<file path="src/rtl/rename_regfile.sv">
// Architectural register file plus per-register rename state (busy + producing ROB tag).
// Reads are combinational with commit bypass; rename/commit/flush update state on the rising edge.
module rename_regfile #(
  parameter int DATA_W     = 32,
  parameter int REG_ADDR_W = 5,
  parameter int ROB_TAG_W  = 4
) (
  input  logic                  clk,
  input  logic                  rst,
  input  logic [REG_ADDR_W-1:0] rs1,
  input  logic [REG_ADDR_W-1:0] rs2,
  output logic [DATA_W-1:0]     operand1,
  output logic [DATA_W-1:0]     operand2,
  output logic [ROB_TAG_W-1:0]  tag1,
  output logic [ROB_TAG_W-1:0]  tag2,
  output logic                  busy1,
  output logic                  busy2,
  input  logic                  rename_ena,
  input  logic [REG_ADDR_W-1:0] rename_rd,
  input  logic [ROB_TAG_W-1:0]  rename_tag,
  input  logic                  commit_ena,
  input  logic [REG_ADDR_W-1:0] commit_rd,
  input  logic [ROB_TAG_W-1:0]  commit_tag,
  input  logic [DATA_W-1:0]     commit_value,
  input  logic                  flush
);
  localparam int NREG = 1 << REG_ADDR_W;

  logic [DATA_W-1:0]    value_q [NREG];
  logic [DATA_W-1:0]    value_d [NREG];
  logic [ROB_TAG_W-1:0] tag_q   [NREG];
  logic [ROB_TAG_W-1:0] tag_d   [NREG];
  logic [NREG-1:0]      busy_q;
  logic [NREG-1:0]      busy_d;

  // Commit clears rename state only when no younger rename has replaced the tag;
  // a same-cycle rename is applied afterwards so it always wins.
  always_comb begin
    value_d = value_q;
    tag_d   = tag_q;
    busy_d  = busy_q;
    for (int i = 1; i < NREG; i++) begin
      if (commit_ena && commit_rd == REG_ADDR_W'(i)) begin
        value_d[i] = commit_value;
        if (tag_q[i] == commit_tag) begin
          busy_d[i] = 1'b0;
          tag_d[i]  = '0;
        end
      end
      if (flush) begin
        busy_d[i] = 1'b0;
        tag_d[i]  = '0;
      end else if (rename_ena && rename_rd == REG_ADDR_W'(i)) begin
        busy_d[i] = 1'b1;
        tag_d[i]  = rename_tag;
      end
    end
  end

  always_ff @(posedge clk) begin
    if (rst) begin
      busy_q <= '0;
      for (int i = 0; i < NREG; i++) begin
        value_q[i] <= '0;
        tag_q[i]   <= '0;
      end
    end else begin
      busy_q  <= busy_d;
      value_q <= value_d;
      tag_q   <= tag_d;
    end
  end

  always_comb begin
    operand1 = '0;
    tag1     = '0;
    busy1    = 1'b0;
    if (rs1 != '0) begin
      if (commit_ena && commit_rd == rs1 && busy_q[rs1] && tag_q[rs1] == commit_tag) begin
        operand1 = commit_value;
      end else begin
        operand1 = value_q[rs1];
        busy1    = busy_q[rs1];
        tag1     = busy_q[rs1] ? tag_q[rs1] : '0;
      end
    end
  end

  always_comb begin
    operand2 = '0;
    tag2     = '0;
    busy2    = 1'b0;
    if (rs2 != '0) begin
      if (commit_ena && commit_rd == rs2 && busy_q[rs2] && tag_q[rs2] == commit_tag) begin
        operand2 = commit_value;
      end else begin
        operand2 = value_q[rs2];
        busy2    = busy_q[rs2];
        tag2     = busy_q[rs2] ? tag_q[rs2] : '0;
      end
    end
  end
endmodule

</file>
<file path="config.mk">
export PLATFORM = sky130hd
export DESIGN_NAME = rename_regfile
export DESIGN_NICKNAME = d
export VERILOG_FILES = /design/src/rtl/rename_regfile.sv
export SDC_FILE = /design/constraint.sdc
export NUM_CORES = 2
export LEC_CHECK = 0
export ABC_AREA = 1
export BUFFER_PORTS_ARGS = -buffer_cell sky130_fd_sc_hd__buf_2
export CORE_MARGIN = 10
export CORE_UTILIZATION = 30
export CTS_BUF_LIST = sky130_fd_sc_hd__clkbuf_8
export DETAILED_ROUTE_END_ITERATION = 8
export SLEW_MARGIN = 20
export SYNTH_ARGS = -nofsm -noshare
export SYNTH_HDL_FRONTEND = slang
export SYNTH_SLANG_ARGS = --single-unit
</file>
<file path="constraint.sdc">
create_clock -name clk -period 1.85 [get_ports clk]
set_input_delay 0.0925 -clock clk [delete_from_list [all_inputs] [get_ports clk]]
set_output_delay 0.0925 -clock clk [all_outputs]
set_load 0.01 [all_outputs]
</file>
==> results by group <==
Outcome
  – Status: finished with violations
  – Failing checks: DRC, setup timing

Final layout
  – Area delta synth->final: 27.9%
  – Commonest non-fill, non-tap cell in the layout: a21oi_1
  – Non-Filler Instances: 13400
  – Most frequent cells in the layout: a21oi_1 (2021), o21ai_0 (1881), nand2_1 (1233), dfxtp_1 (1066), nand3_1 (902)
  – Final Util: 38.5%
  – Layout cells sized above 1: 18.7%
  – Final #Nets: 10400

Drt
  – Top Layer Used: met5
  – Wire per inst: 23.6 um
  – Met3 routed WL: 40800 um
  – Initial DRC Count: 11900
  – Routed met1 length: 129000 um
  – DRC: 6
  – First-pass DRT Iterations: 9
  – Final WL: 316000 um
  – Antenna Nets Post-Route: 0
  – DR vias: 77300
  – Number of vias per cell: 5.77
  – Wire length on met2: 130000 um

Floorplan
  – Core region area: 214000 sq um
  – IO Pins: 139
  – Die width: 484 um
  – Row count: 170
  – Initial Utilization: 30.1%
  – Die area: 234000 sq um
  – Die Y: 484 um

STA
  – Setup Skew: 0.0726 ns
  – FMAX: 296 MHz
  – Slew of the pin with the lowest slew margin: 0.918 ns
  – Final Hold Vio Count: 0
  – Final setup viols: 75
  – Final cycle utilization of the critical path: 183%
  – Setup TNS Final: -101.15 ns
  – Slew Limit Fails: 0
  – Hold_ws: 0.0774 ns
  – Post-route setup slack: -1.53 ns
  – Min Tclk post-route: 3.38 ns
  – Relative slew slack: 38.5%
  – RSZ-0062 raised after global routing: yes

Synth
  – Top FF cell, synth: dfxtp_1
  – Syn nets: 10100
  – Sequential fraction of the synthesis area: 35.5%
  – Ys Warns: 0
  – Number of flops mapped to enable cells by yosys: 0
  – Largest cells by area after synthesis: dfxtp_1 (36%), a21oi_1 (16%), o21ai_0 (15%)
  – Synthesized area per cell: 6.44 sq um
  – Yosys top cell area share: 35.5%
  – Synth Instances: 10000
  – Post-synthesis register bit count: 1147
  – Distinct cells, synth: 40
  – Post-Syn Area: 64600 sq um
  – Async S/R FF share, synth: 0%
  – Largest area contributor in the netlist: dfxtp_1

Setup path
  – Critical setup path kind: reg2out
  – Crit path max fanout: 3
  – Crit path DAT: 3.29 ns
  – CP endpoint kind: output pin
  – Crit start category: register
  – WP data required: 1.76 ns

Pwr
  – Static Leak: 0.0322 uW
  – Power per cell area: 758 nW/um^2
  – Worst VDD drop: 712 uV

GRT
  – Largest net degree at the start of global routing: 122
  – GRT Util Overall: 25.1%
  – Vias in the first global route: 71300
  – Global-route wire length before repair: 460000 um
  – GRT overflow: 0
  – Initial antenna violation count: 22

Clock network
  – Worst-Skew Late Latency: 1.00 ns
  – Root Driver: clkbuf_8
  – Clk buf depth: 3
  – Clock sink count: 1147
  – CTS Buf Count: 201
  – H-tree levels: 4
  – Worst-path clk slew: 0.06 ns
  – CTS tree: built

Placed design
  – Placed insts: 12900
  – Placer Congestion: 0.999
  – Detailed Place HPWL: 202000 um
  – Port buffer count: 138

Hold path
  – Worst min path class: in2reg

Job
  – Number of max-cap violations: 0
what timing repair did:
| action | 4_1_cts | 5_1_grt |
|---|---|---|
| resized for setup | 529 | 255 |
| setup buffers | 28 | 24 |
| pin swaps | 131 | 142 |
| cloned | 2 | 3 |
| endpoints found under the hold margin | 1135 | 0 |
| hold buffers | 86 | 0 |
| endpoints found under the setup margin | 74 | 100 |
Yosys cell counts, drive strengths merged, types with 5 or more instances:
| library cell | n |
|---|---|
| clkbuf | 624 |
| nor2 | 205 |
| o21ai | 1887 |
| o211ai | 17 |
| nor3 | 5 |
| or2 | 11 |
| a211oi | 41 |
| dfxtp | 1147 |
| xor2 | 34 |
| o22ai | 44 |
| clkinv | 9 |
| nand3 | 1054 |
| xnor2 | 67 |
| buf | 377 |
| a21o | 25 |
| and3 | 24 |
| o221ai | 6 |
| nand4 | 90 |
| a31oi | 27 |
| a21oi | 2027 |
| nand2 | 1416 |
| inv | 881 |
state kept, by name (all words and copies together) (netlist names):
signal   flops
value_q    992
busy_q      31
tag_q      124
critical path, stage by stage, from the launching register on:
cell	delay (ns)
dfxtp_2	0.33
inv_2	0.05
a21oi_2	0.18
o21ai_2	0.08
nand2_1	0.07
nand2_1	0.05
nand2_1	0.08
nand3_2	0.12
nand3_4	0.12
nand2_2	0.07
nor2_4	0.19
buf_12	0.15
nand4_1	0.39
nand2_1	0.25
inv_2	0.06
buf_6	0.12
layout make-up:
type                       instances  area [sq um]
fill                           22100        132000
tap                             2838          3550
inverter                         890          3420
sequential                      1147         23100
clock buffer                     265          3650
multi-input combinational       6996         36200
timing repair buffer            1122         11900
clock inverter                   107           828
antenna                           15          37.5
path summary, 6_finish.rpt:
kind,from,endpoint,slack (ns),depth (start not counted)
max,tag_q[43],operand2[6],-1.53,15
min,commit_value[22],value_q[950],0.08,4
max reg2reg,tag_q[28],tag_q[30],0.08,11
min reg2reg,busy_q[11],busy_q[11],0.46,2
where the power goes:
| part | internal [uW] | switching [uW] | total [uW] |
|---|---|---|---|
| clock network | 14100 | 12200 | 26200 |
| registers | 25000 | 162 | 25100 |
| logic | 3800 | 7460 | 11300 |
cell families after synthesis:
logic type / after synthesis / synth area share, %
and+or+nand+nor: 2809 / 19.0
DFF: 1147 / 35.5
AOI/OAI and AO/OA: 4085 / 32.2
buffers and inverters: 1891 / 11.9
xor gates and xnor gates: 101 / 1.37
per-stage QoR:
step | instance area [sq um] | total power, uW | worst slack [ns]
2_1_floorplan | 64600 | 30900 | 0.0772
3_3_place_gp | 74200 | 35300 | -1.16
3_5_place_dp | 74200 | 35400 | -1.10
4_1_cts | 81500 | 62100 | -1.49
5_1_grt | 82600 | 64500 | -1.65
6_report | 82600 | 62600 | -1.53
routing by layer:
layer,track usage (%),vias to the layer above
met5,0,-
met4,12.5,18
met3,6.82,1013
met2,36.3,5166
met1,34.1,36300
li1,-,34800
Power figures use the tool's default switching activity.
